## src/rtl/i2c_master_seq.sv

```systemverilog
// i2c_master_seq: single-master I2C register write/read sequencer.
// Takes one command over valid/ready, runs the whole bus transaction on the
// open-drain SCL/SDA pads, checks target ACKs and returns a 1-cycle response.
module i2c_master_seq #(
  parameter int unsigned CLK_DIV = 62
) (
  input  logic       clk_25,
  input  logic       reset,
  input  logic       cmd_valid,
  output logic       cmd_ready,
  input  logic       cmd_rw,
  input  logic [6:0] cmd_dev_addr,
  input  logic [7:0] cmd_reg_addr,
  input  logic [7:0] cmd_wdata,
  output logic       rsp_valid,
  output logic       rsp_nack,
  output logic [7:0] rsp_rdata,
  output logic       scl_oe,
  output logic       sda_oe,
  input  logic       sda_in
);

  localparam int unsigned CntW = (CLK_DIV > 1) ? $clog2(CLK_DIV) : 1;
  localparam logic [CntW-1:0] CntMax = CntW'(CLK_DIV - 1);

  typedef enum logic [2:0] {
    StIdle, StStart, StTx, StRstart, StRx, StStop, StDone
  } state_e;

  state_e          r_state;
  logic [CntW-1:0] r_cnt;
  logic [1:0]      r_q;       // quarter-bit phase within the current step
  logic [3:0]      r_bit;     // 0..7 data bits, 8 = ACK/NACK slot
  logic [1:0]      r_byte;    // 0 dev+W, 1 reg, 2 wdata, 3 dev+R
  logic [7:0]      r_shift;
  logic [7:0]      r_rx;
  logic            r_rw;
  logic [6:0]      r_dev;
  logic [7:0]      r_reg;
  logic [7:0]      r_wdata;
  logic            r_sample;
  logic            r_err;
  logic            r_ready;
  logic            r_rsp_valid;
  logic            r_rsp_nack;
  logic [7:0]      r_rsp_rdata;
  logic            r_scl_oe;
  logic            r_sda_oe;

  logic w_busy, w_tick, w_step_end, w_bit_scl, w_scl, w_sda;

  assign w_busy     = (r_state != StIdle) && (r_state != StDone);
  assign w_tick     = w_busy && (r_cnt == CntMax);
  assign w_step_end = w_tick && (r_q == 2'd3);
  // SCL is held low in q0 and q3 of a data step, released in q1/q2.
  assign w_bit_scl  = (r_q == 2'd0) || (r_q == 2'd3);

  assign cmd_ready = r_ready;
  assign rsp_valid = r_rsp_valid;
  assign rsp_nack  = r_rsp_nack;
  assign rsp_rdata = r_rsp_rdata;
  assign scl_oe    = r_scl_oe;
  assign sda_oe    = r_sda_oe;

  // Pad pull-down pattern for the current state and quarter-bit phase.
  always_comb begin
    w_scl = 1'b0;
    w_sda = 1'b0;
    unique case (r_state)
      StStart: begin
        w_scl = (r_q == 2'd3);
        w_sda = (r_q != 2'd0);
      end
      StTx: begin
        w_scl = w_bit_scl;
        w_sda = (r_bit != 4'd8) ? ~r_shift[7] : 1'b0;
      end
      StRx:     w_scl = w_bit_scl;
      StRstart: begin
        w_scl = w_bit_scl;
        w_sda = r_q[1];
      end
      StStop: begin
        w_scl = (r_q == 2'd0);
        w_sda = (r_q != 2'd3);
      end
      default: begin
        w_scl = 1'b0;
        w_sda = 1'b0;
      end
    endcase
  end

  // Sequencer: tick divider, step/bit/byte progression, ACK check and response.
  always_ff @(posedge clk_25) begin
    if (reset) begin
      r_state     <= StIdle;
      r_cnt       <= '0;
      r_q         <= '0;
      r_bit       <= '0;
      r_byte      <= '0;
      r_shift     <= '0;
      r_rx        <= '0;
      r_rw        <= 1'b0;
      r_dev       <= '0;
      r_reg       <= '0;
      r_wdata     <= '0;
      r_sample    <= 1'b0;
      r_err       <= 1'b0;
      r_ready     <= 1'b0;
      r_rsp_valid <= 1'b0;
      r_rsp_nack  <= 1'b0;
      r_rsp_rdata <= '0;
      r_scl_oe    <= 1'b0;
      r_sda_oe    <= 1'b0;
    end else begin
      r_scl_oe    <= w_scl;
      r_sda_oe    <= w_sda;
      r_rsp_valid <= 1'b0;

      if (w_busy) r_cnt <= w_tick ? '0 : r_cnt + 1'b1;
      else        r_cnt <= '0;

      if (w_tick) r_q <= r_q + 2'd1;

      // Sample SDA on the last cycle of q2, while SCL is high.
      if (w_tick && (r_q == 2'd2)) begin
        r_sample <= sda_in;
        if ((r_state == StRx) && (r_bit != 4'd8)) r_rx <= {r_rx[6:0], sda_in};
      end

      case (r_state)
        StIdle: begin
          if (r_ready && cmd_valid) begin
            r_ready <= 1'b0;
            r_state <= StStart;
            r_rw    <= cmd_rw;
            r_dev   <= cmd_dev_addr;
            r_reg   <= cmd_reg_addr;
            r_wdata <= cmd_wdata;
            r_shift <= {cmd_dev_addr, 1'b0};
            r_byte  <= 2'd0;
            r_bit   <= 4'd0;
            r_q     <= 2'd0;
            r_err   <= 1'b0;
            r_rx    <= '0;
          end else begin
            r_ready <= 1'b1;
          end
        end
        StStart: if (w_step_end) begin
          r_state <= StTx;
          r_bit   <= 4'd0;
        end
        StTx: if (w_step_end) begin
          if (r_bit != 4'd8) begin
            r_bit   <= r_bit + 4'd1;
            r_shift <= {r_shift[6:0], 1'b0};
          end else begin
            r_bit <= 4'd0;
            if (r_sample) begin
              // Target NACK: skip remaining bytes and close the bus.
              r_err   <= 1'b1;
              r_state <= StStop;
            end else begin
              case (r_byte)
                2'd0: begin
                  r_byte  <= 2'd1;
                  r_shift <= r_reg;
                end
                2'd1: begin
                  if (r_rw) begin
                    r_state <= StRstart;
                  end else begin
                    r_byte  <= 2'd2;
                    r_shift <= r_wdata;
                  end
                end
                2'd2:    r_state <= StStop;
                default: r_state <= StRx;
              endcase
            end
          end
        end
        StRstart: if (w_step_end) begin
          r_state <= StTx;
          r_byte  <= 2'd3;
          r_shift <= {r_dev, 1'b1};
          r_bit   <= 4'd0;
        end
        StRx: if (w_step_end) begin
          if (r_bit != 4'd8) begin
            r_bit <= r_bit + 4'd1;
          end else begin
            r_bit   <= 4'd0;
            r_state <= StStop;
          end
        end
        StStop: if (w_step_end) begin
          r_state     <= StDone;
          r_rsp_valid <= 1'b1;
          r_rsp_nack  <= r_err;
          r_rsp_rdata <= (r_rw && !r_err) ? r_rx : 8'h00;
        end
        StDone: begin
          r_state <= StIdle;
          r_ready <= 1'b1;
        end
        default: r_state <= StIdle;
      endcase
    end
  end

endmodule

```

## config.mk

```make
export PLATFORM = sky130hd
export DESIGN_NAME = i2c_master_seq
export DESIGN_NICKNAME = d
export VERILOG_FILES = /design/src/rtl/i2c_master_seq.sv
export SDC_FILE = /design/constraint.sdc
export NUM_CORES = 1
export LEC_CHECK = 0
export CORE_ASPECT_RATIO = 1.4
export CORE_MARGIN = 2
export CORE_UTILIZATION = 55
export DETAILED_ROUTE_END_ITERATION = 16
export PLACE_DENSITY = 0.81
export SLEW_MARGIN = 20
export SYNTH_ARGS = -nofsm -noshare
export SYNTH_HDL_FRONTEND = slang
export SYNTH_SLANG_ARGS = --single-unit
export TNS_END_PERCENT = 10
```

## constraint.sdc

```tcl
create_clock -name clk_25 -period 1.9 [get_ports clk_25]
set_input_delay 0.285 -clock clk_25 [delete_from_list [all_inputs] [get_ports clk_25]]
set_output_delay 0.285 -clock clk_25 [all_outputs]
set_load 0.02 [all_outputs]
```

==> impl_metrics.ini, run 1 <==
[outcome]
status = finished, violations left
violations = negative setup slack

[yosys]
yosys-top-cells-area = dfxtp_1 (44%), nand2_1 (7.1%), a21oi_1 (5.7%)
synth.distinct_cells = 50
synth_top_area_share_pct = 43.6
synth_fp_nets = 423
synthesis.area_mm2 = 0.00331
netlist_instances = 385
ys_seq_area_share_pct = 43.6
ys.flop_type = dfxtp_1
yosys.area.top_type = dfxtp_1
syn_area_per_cell_um2 = 8.60
synth_edf_count = 0
ys_seq_elements = 72
yosysWarnings = 0
async_flop_share_pct = 0

[critical_path]
worstPathArrival_ns = 2.17
reg2regPathDepth = 7
r2r-start = r_bit[0]$_SDFFE_PP0P_
slowest_delay_ns = 0.48
crit_path_start_kind = flip-flop
r2r_slack_ns = -0.004
endpoint_kind = flip-flop
worstPathMaxFanout = 4
path_class = reg2reg
crit_slowest_cell = or4_1
path_cells = inv_1 > ha_1 > and3b_1 > or3_4 > o2111ai_2 > or4_1 > a21oi_1
rr_endpoint = r_state[2]$_SDFFE_PP0P_
required_ns = 2.17

[layout]
layout_common_cells = dfxtp_1 (71), nand2_1 (63), clkdlybuf4s50_1 (40), a21oi_1 (38), nor2_1 (30)
layout-drive-gt1-share_pct = 15.1
nFillCells = 439
seqCellArea_mm2 = 0.00144
final_common_cell = dfxtp_1
final_cells = 515
area_growth_pct = 24.5
fin_nets = 478
antenna_cells = 0
multi_input_area_mm2 = 0.00176

[grt]
overflow = 0
grt_max_degree = 26
grt_pass1_wl_mm = 12.3
grt_usage_pct = 23.1
grt_pass1_vias = 2704
antenna_found_initial = 0

[die]
rows = 33
design.core.area_mm2 = 0.00582
ioPinCount = 41
start_util_pct = 56.8
die_h_um = 95.8
fp.dieArea_mm2 = 0.00666
die_x_um = 69.6

[placement]
dp_cells = 498
hpwlAfterDp_mm = 5.39
numPortBuffers = 40
place_congestion = 0.830

[run]
maxCapViolCount = 0

[cts]
htree_levels = 3
cts_tree = done
worstSkewPairLatency_ns = 0.34
clockRootBuffer = clkbuf_8
path_clk_slew_ns = 0.08
cts_buffers = 9
clock-sinks = 72
clockBufferDepth = 2
holdBufCountCts = 0

[timing]
hold_slack_ns = 0.455
worst_pin_slew_ns = 0.551
min_period_ns = 1.90
relSlewSlack_pct = 63.2
period_share_pct = 100
finalHoldViolCount = 0
grt_setup_unrepaired = true
max_freq_ghz = 0.525
finalMaxSlewViolations = 0
setup_slack_ns = -0.00410
finalSetupViolCount = 1
timing.clock.skew_ns = 0.00530

[pwr]
p_per_area_mw_per_mm2 = 900
max-vdd-ir-drop_uv = 647
p_leak_nw = 1.51
p_total_mw = 3.71

[hold_path]
hp-class = reg2reg
hp-start = r_dev[3]$_SDFFE_PP0P_
hold_end = r_dev[3]$_SDFFE_PP0P_
min_path_cells = 2

[routing]
viasPerCell = 5.57
vias = 2867
drt_wl_total_mm = 7.43
firstDrtPassIters = 4
drcViolationCount = 0
ant_nets = 0
drt-initial-drc-count = 187
wl_per_cell_um = 14.4
worst max path at each step:
stage | startpoint | endpoint | slack, ns | cells after the start
floorplan | r_byte[1]$_SDFFE_PP0P_ | r_shift[1]$_SDFFE_PP0P_ | 0.12 | 7
global placement | cmd_valid | r_shift[3]$_SDFFE_PP0P_ | 0.02 | 7
detailed placement | cmd_valid | r_shift[2]$_SDFFE_PP0P_ | -0.04 | 7
CTS | r_q[1]$_SDFF_PP0_ | r_state[2]$_SDFFE_PP0P_ | 0.02 | 6
global route | r_bit[0]$_SDFFE_PP0P_ | r_bit[2]$_SDFFE_PP0P_ | -0.15 | 7
finish | r_bit[0]$_SDFFE_PP0P_ | r_state[2]$_SDFFE_PP0P_ | -0.004 | 7
critical path, delay by kind of cell, from the launching register on:
kind | cells | cell delay, ns
flops | 1 | 0.33
compound gates | 2 | 0.30
fa+ha+maj | 1 | 0.20
buf+inv | 1 | 0.10
simple gates | 3 | 0.91
cells in the mapped netlist, types with 2 or more instances:
cell type   n
mux2i_1    12
buf_1       4
nor2_1     32
a22o_1     15
xor2_1      2
nand3_1     6
or3_1       4
nor3_1      8
nand3b_1    3
nand2_1    63
ha_1       10
xnor2_1     4
nand2b_1    6
a22oi_1     8
inv_1       9
dfxtp_1    72
a31oi_1     7
buf_2       4
nand4_1     2
and2_1      7
clkbuf_1   14
nor2b_1     9
o21ai_0    12
a21oi_1    38
a211o_1     2
mux2_2      8
area by class of cell:
| class | count | share of cell area (%) |
|---|---|---|
| multi-input cells | 280 | 42.8 |
| flip-flops and latches | 72 | 35.0 |
| repair buffers | 67 | 14.9 |
| clock buffers | 10 | 3.10 |
| well taps | 70 | 2.13 |
| clock inverters | 6 | 1.09 |
| inverters | 10 | 0.911 |
per-stage QoR:
stage               setup WS [ns]   TNS, ns  util (%)  area (um^2)
finish                   -0.00410  -0.00410      70.8         4120
global placement           0.0222         0      67.1         3910
CTS                        0.0167         0      70.3         4090
floorplan                   0.123         0         -         3310
detailed placement        -0.0399    -0.227      67.1         3910
global route               -0.150     -1.21      70.8         4120
power breakdown:
group / switching [mW] / total [mW] / internal, mW
Combinational: 0.513 / 0.924 / 0.412
Clock: 0.592 / 1.07 / 0.478
Sequential: 0.0815 / 1.71 / 1.63
Total: 1.19 / 3.71 / 2.52
cell families after synthesis:
kind of cell / synth area share [%]
buffers and inverters: 4.12
muxes: 6.35
DFF: 43.6
and+or+nand+nor: 22.6
xor gates and xnor gates: 1.59
AOI/OAI and AO/OA: 18.0
adders and majority gates: 3.78
per-layer routing:
layer	global-route usage, %	up-vias	wire, um
li1	-	1444	-
met1	27.9	1349	3250
met2	41.3	67	3790
met3	4.71	7	322
met4	7.68	0	68
met5	0	-	0
what timing repair did:
| item | in CTS | in global routing |
|---|---|---|
| endpoints found under the setup margin | 1 | 24 |
| pin swaps | 0 | 2 |
| setup buffers | 0 | 1 |
| resized for setup | 3 | 6 |
(Power assumes the default switching activity.)
==> run 2: changes to the inputs <==
--- a/config.mk
+++ b/config.mk
@@ -9,6 +9,7 @@
 export CORE_MARGIN = 2
 export CORE_UTILIZATION = 55
 export DETAILED_ROUTE_END_ITERATION = 16
+export GPL_TIMING_DRIVEN = 0
 export PLACE_DENSITY = 0.81
 export SLEW_MARGIN = 20
 export SYNTH_ARGS = -nofsm -noshare
==> run 2 against run 1 <==
  * Critical endpoint unchanged
  * The flow still finishes with violations (negative setup slack)
  * Register-to-register slack got worse by 0.04 ns
  * Sequential share of layout area decreased by 0.20 points
  * Largest power group unchanged
  * Fmax decreased by 2.1%
  * Cell area increased by 0.91%
  * Routed wire length increased by 3.3%
==> impl_metrics.ini, run 2 (synthesis results as in run 1) <==
[layout]
final_common_cell = dfxtp_1
fin_nets = 479
layout_common_cells = dfxtp_1 (69), nand2_1 (63), clkdlybuf4s50_1 (39), a21oi_1 (38), nor2_1 (30)
layout-drive-gt1-share_pct = 14.3
area_growth_pct = 25.6
final_area_mm2 = 0.00416
antenna_cells = 0

[cts]
path_clk_slew_ns = 0.08
worstSkewPairLatency_ns = 0.34
cts_buffers = 9
htree_levels = 3
clockBufferDepth = 2
clockRootBuffer = clkbuf_8
clock-sinks = 72
cts_tree = done

[critical_path]
r2r_slack_ns = -0.05
required_ns = 2.16
reg2regPathDepth = 7
crit_path_start_kind = flip-flop
rr_endpoint = r_state[2]$_SDFFE_PP0P_
path_class = reg2reg
r2r-start = r_bit[0]$_SDFFE_PP0P_
endpoint_kind = flip-flop
worstPathArrival_ns = 2.21
worstPathMaxFanout = 5

[grt]
grt_max_degree = 13
grt_usage_pct = 22.9
grt_pass1_vias = 2669
grt_pass1_wl_mm = 12.2
overflow = 0
antenna_found_initial = 0

[routing]
firstDrtPassIters = 4
vias = 2869
viasPerCell = 5.56
drt_wl_total_mm = 7.68
wl_per_cell_um = 14.9
drcViolationCount = 0
ant_nets = 0
drt-initial-drc-count = 158

[placement]
place_area_mm2 = 0.00379
place_congestion = 0.876
numPortBuffers = 39
hpwlAfterDp_mm = 5.30

[timing]
min_period_ns = 1.95
max_freq_ghz = 0.514
setup_slack_ns = -0.0457
worst_pin_slew_ns = 0.542
hold_slack_ns = 0.446
grt_setup_unrepaired = true
finalSetupViolCount = 1
period_share_pct = 102
finalMaxSlewViolations = 0
setup_tns_ns = -0.0457
timing.clock.skew_ns = 0.0132
finalHoldViolCount = 0
relSlewSlack_pct = 63.9

[die]
die_h_um = 95.8
ioPinCount = 41
die_x_um = 69.6
start_util_pct = 56.8
fp.dieArea_mm2 = 0.00666
rows = 33
design.core.area_mm2 = 0.00582

[outcome]
violations = negative setup slack
status = finished, violations left

[pwr]
max-vdd-ir-drop_uv = 758
p_leak_nw = 1.50
p_per_area_mw_per_mm2 = 924

[hold_path]
hold_end = r_cnt[0]$_SDFF_PP0_
hp-class = reg2reg
min_path_cells = 1
hp-start = r_cnt[0]$_SDFF_PP0_

[run]
maxCapViolCount = 0
[run 2: cell count changes in the layout (fill, tap and decap cells not counted), moves of 4 or more]
cell,delta
buf_2,+4
clkbuf_1,+9
buf_4,-18
clkbuf_2,+4
[run 2: report_power, final]
group,internal (mW),switching (mW),total (mW),leakage (nW)
registers,1.63,0.0766,1.71,0.585
logic,0.380,0.545,0.924,0.811
clock network,0.641,0.570,1.21,0.0993
total,2.65,1.19,3.84,1.50
[run 2: how the worst max path moves through the flow]
stage	start	end
detailed placement	r_cnt[0]$_SDFF_PP0_	rsp_rdata[1]$_SDFFE_PP0P_
CTS	r_q[1]$_SDFF_PP0_	r_state[2]$_SDFFE_PP0P_
global placement	r_cnt[0]$_SDFF_PP0_	rsp_rdata[7]$_SDFFE_PP0P_
global route	r_byte[1]$_SDFFE_PP0P_	r_state[2]$_SDFFE_PP0P_
floorplan	r_byte[1]$_SDFFE_PP0P_	r_shift[1]$_SDFFE_PP0P_
finish	r_bit[0]$_SDFFE_PP0P_	r_state[2]$_SDFFE_PP0P_
[run 2: area by class of cell]
type	instances	area, um^2
inverter	10	38.8
fill	438	1660
clock buffer	11	141
timing repair buffer	46	443
buffer	22	108
multi-input combinational	280	1840
sequential	72	1450
tap	70	87.6
clock inverter	5	56.3
[run 2: worst max-delay path, stage by stage (launching register included)]
cell	delay [ns]
dfxtp_1	0.33
inv_1	0.09
ha_2	0.21
and3b_2	0.25
or3_4	0.17
o2111ai_4	0.14
or4_1	0.51
a21oi_1	0.16
[run 2: metrics by stage]
stage	power, mW	utilization, %	setup WS, ns	std cells
2_1_floorplan	2.34	-	0.123	385
3_3_place_gp	2.57	65.1	-0.233	494
3_5_place_dp	2.59	65.1	-0.339	494
4_1_cts	3.79	69.6	-0.0256	514
5_1_grt	4.03	71.4	-0.120	516
6_report	3.84	71.4	-0.0457	516
[run 2: what timing repair did]
action,CTS,global route
setup endpoints to repair,19,54
pin swaps,2,6
hold buffers,0,0
gates resized for setup,12,26
setup buffers,4,3
[run 2: layer usage]
layer	vias to the layer above	GRT usage, %	part of all wire, %
li1	1445	-	-
met1	1344	28.5	43
met2	67	40.3	51
met3	13	4.50	4.7
met4	0	7.03	1.5
met5	-	0	0
==> run 3: changes to the inputs <==
--- a/config.mk
+++ b/config.mk
@@ -11,6 +11,7 @@
 export DETAILED_ROUTE_END_ITERATION = 16
 export GPL_TIMING_DRIVEN = 0
 export PLACE_DENSITY = 0.81
+export RECOVER_POWER = 25
 export SLEW_MARGIN = 20
 export SYNTH_ARGS = -nofsm -noshare
 export SYNTH_HDL_FRONTEND = slang
==> run 3 against run 2 <==
  * Worst hold slack about the same
  * Global-route usage unchanged
  * Largest cell class unchanged
  * Clock skew about the same
  * Critical path depth unchanged
  * Combinational power about the same
  * Largest power group unchanged
  * Non-clock buffer count unchanged
  * The run still ends with negative setup slack left
  * Clock-buffer cell count unchanged
  * Sequential share of layout area unchanged
==> impl_metrics.ini, run 3 (synthesis results as in run 1) <==
[layout]
final_common_cell = dfxtp_1
area_growth_pct = 25.6
fin_nets = 479
final_cells = 516
layout_common_cells = dfxtp_1 (69), nand2_1 (63), a21oi_1 (38), clkdlybuf4s50_1 (33), nor2_1 (30)
layout-drive-gt1-share_pct = 14.3
antenna_cells = 0

[critical_path]
slowest_delay_ns = 0.51
worstPathArrival_ns = 2.21
crit_path_start_kind = flip-flop
path_cells = inv_1 > ha_2 > and3b_2 > or3_4 > o2111ai_4 > or4_1 > a21oi_1
path_delay_family = simple AND/OR/NAND/NOR gates
endpoint_kind = flip-flop
worstPathMaxFanout = 5
cp_num_buf_inv = 1
crit_slowest_cell = or4_1
path_class = reg2reg
required_ns = 2.16

[cts]
path_clk_slew_ns = 0.08
holdBufCountCts = 0
cts_tree = done
htree_levels = 3
clock-sinks = 72
worstSkewPairLatency_ns = 0.34
clockBufferDepth = 2
clockRootBuffer = clkbuf_8
cts_buffers = 9

[routing]
drcViolationCount = 0
wl_per_cell_um = 14.9
vias = 2871
drt-initial-drc-count = 154
firstDrtPassIters = 4
ant_nets = 0
drt_wl_total_mm = 7.67
viasPerCell = 5.56

[run]
maxCapViolCount = 0

[die]
fp.dieArea_mm2 = 0.00666
start_util_pct = 56.8
ioPinCount = 41
die_h_um = 95.8
design.core.area_mm2 = 0.00582
die_x_um = 69.6
rows = 33

[timing]
period_share_pct = 102
max_freq_ghz = 0.514
min_period_ns = 1.95
finalMaxSlewViolations = 0
timing.clock.skew_ns = 0.0134
finalSetupViolCount = 1
worst_pin_slew_ns = 0.544
setup_tns_ns = -0.0459
relSlewSlack_pct = 63.7
finalHoldViolCount = 0
grt_setup_unrepaired = true
setup_slack_ns = -0.0459

[grt]
grt_pass1_vias = 2669
grt_pass1_wl_mm = 12.2
grt_max_degree = 13
antenna_found_initial = 0
grt_usage_pct = 22.9
overflow = 0

[hold_path]
hp-class = reg2reg

[outcome]
violations = negative setup slack
status = finished, violations left

[placement]
place_congestion = 0.876
numPortBuffers = 39
hpwlAfterDp_mm = 5.30
place_ws_ns = -0.339
dp_cells = 494

[pwr]
max-vdd-ir-drop_uv = 758
p_leak_nw = 1.52
p_per_area_mw_per_mm2 = 924
p_total_mw = 3.84
run 3: worst paths after layout:
check,start,end,slack [ns],cells after the start
worst min-delay path,r_cnt[0]$_SDFF_PP0_,r_cnt[0]$_SDFF_PP0_,0.45,1
worst min register to register,r_cnt[0]$_SDFF_PP0_,r_cnt[0]$_SDFF_PP0_,0.45,1
worst max register to register,r_bit[0]$_SDFFE_PP0P_,r_state[2]$_SDFFE_PP0P_,-0.05,7
worst max-delay path,r_bit[0]$_SDFFE_PP0P_,r_state[2]$_SDFFE_PP0P_,-0.05,7
run 3: timing repair:
| item | in CTS | in global routing |
|---|---|---|
| gates resized for setup | 12 | 26 |
| setup buffers | 4 | 3 |
| endpoints found under the setup margin | 19 | 54 |
| pin swaps | 2 | 6 |
run 3: area by class of cell:
| cell class | instances | area [um^2] |
|---|---|---|
| multi-input combinational | 280 | 1840 |
| fill | 438 | 1660 |
| sequential | 72 | 1450 |
| timing repair buffer | 46 | 443 |
| clock buffer | 11 | 141 |
| buffer | 22 | 108 |
| tap | 70 | 87.6 |
| clock inverter | 5 | 56.3 |
| inverter | 10 | 38.8 |
run 3: stage by stage:
stage          utilization, %  instance area (um^2)  hold WS [ns]
3_3_place_gp             65.1                  3790         0.438
5_1_grt                  71.4                  4160         0.471
2_1_floorplan               -                  3310         0.421
6_report                 71.4                  4160         0.446
3_5_place_dp             65.1                  3790         0.445
4_1_cts                  69.6                  4050         0.455
run 3: power by group:
part	switching, mW	leakage, nW	internal (mW)	total (mW)
sequential	0.0764	0.585	1.63	1.71
clock	0.570	0.0993	0.641	1.21
combinational	0.544	0.833	0.379	0.923
total	1.19	1.52	2.65	3.84
run 3: routing by layer:
metal | vias to the layer above | GRT usage [%] | routed length [um]
met4 | 0 | 7.03 | 112
met5 | - | 0 | 0
met2 | 65 | 40.3 | 3920
met3 | 12 | 4.50 | 353
met1 | 1348 | 28.5 | 3290
li1 | 1446 | - | -
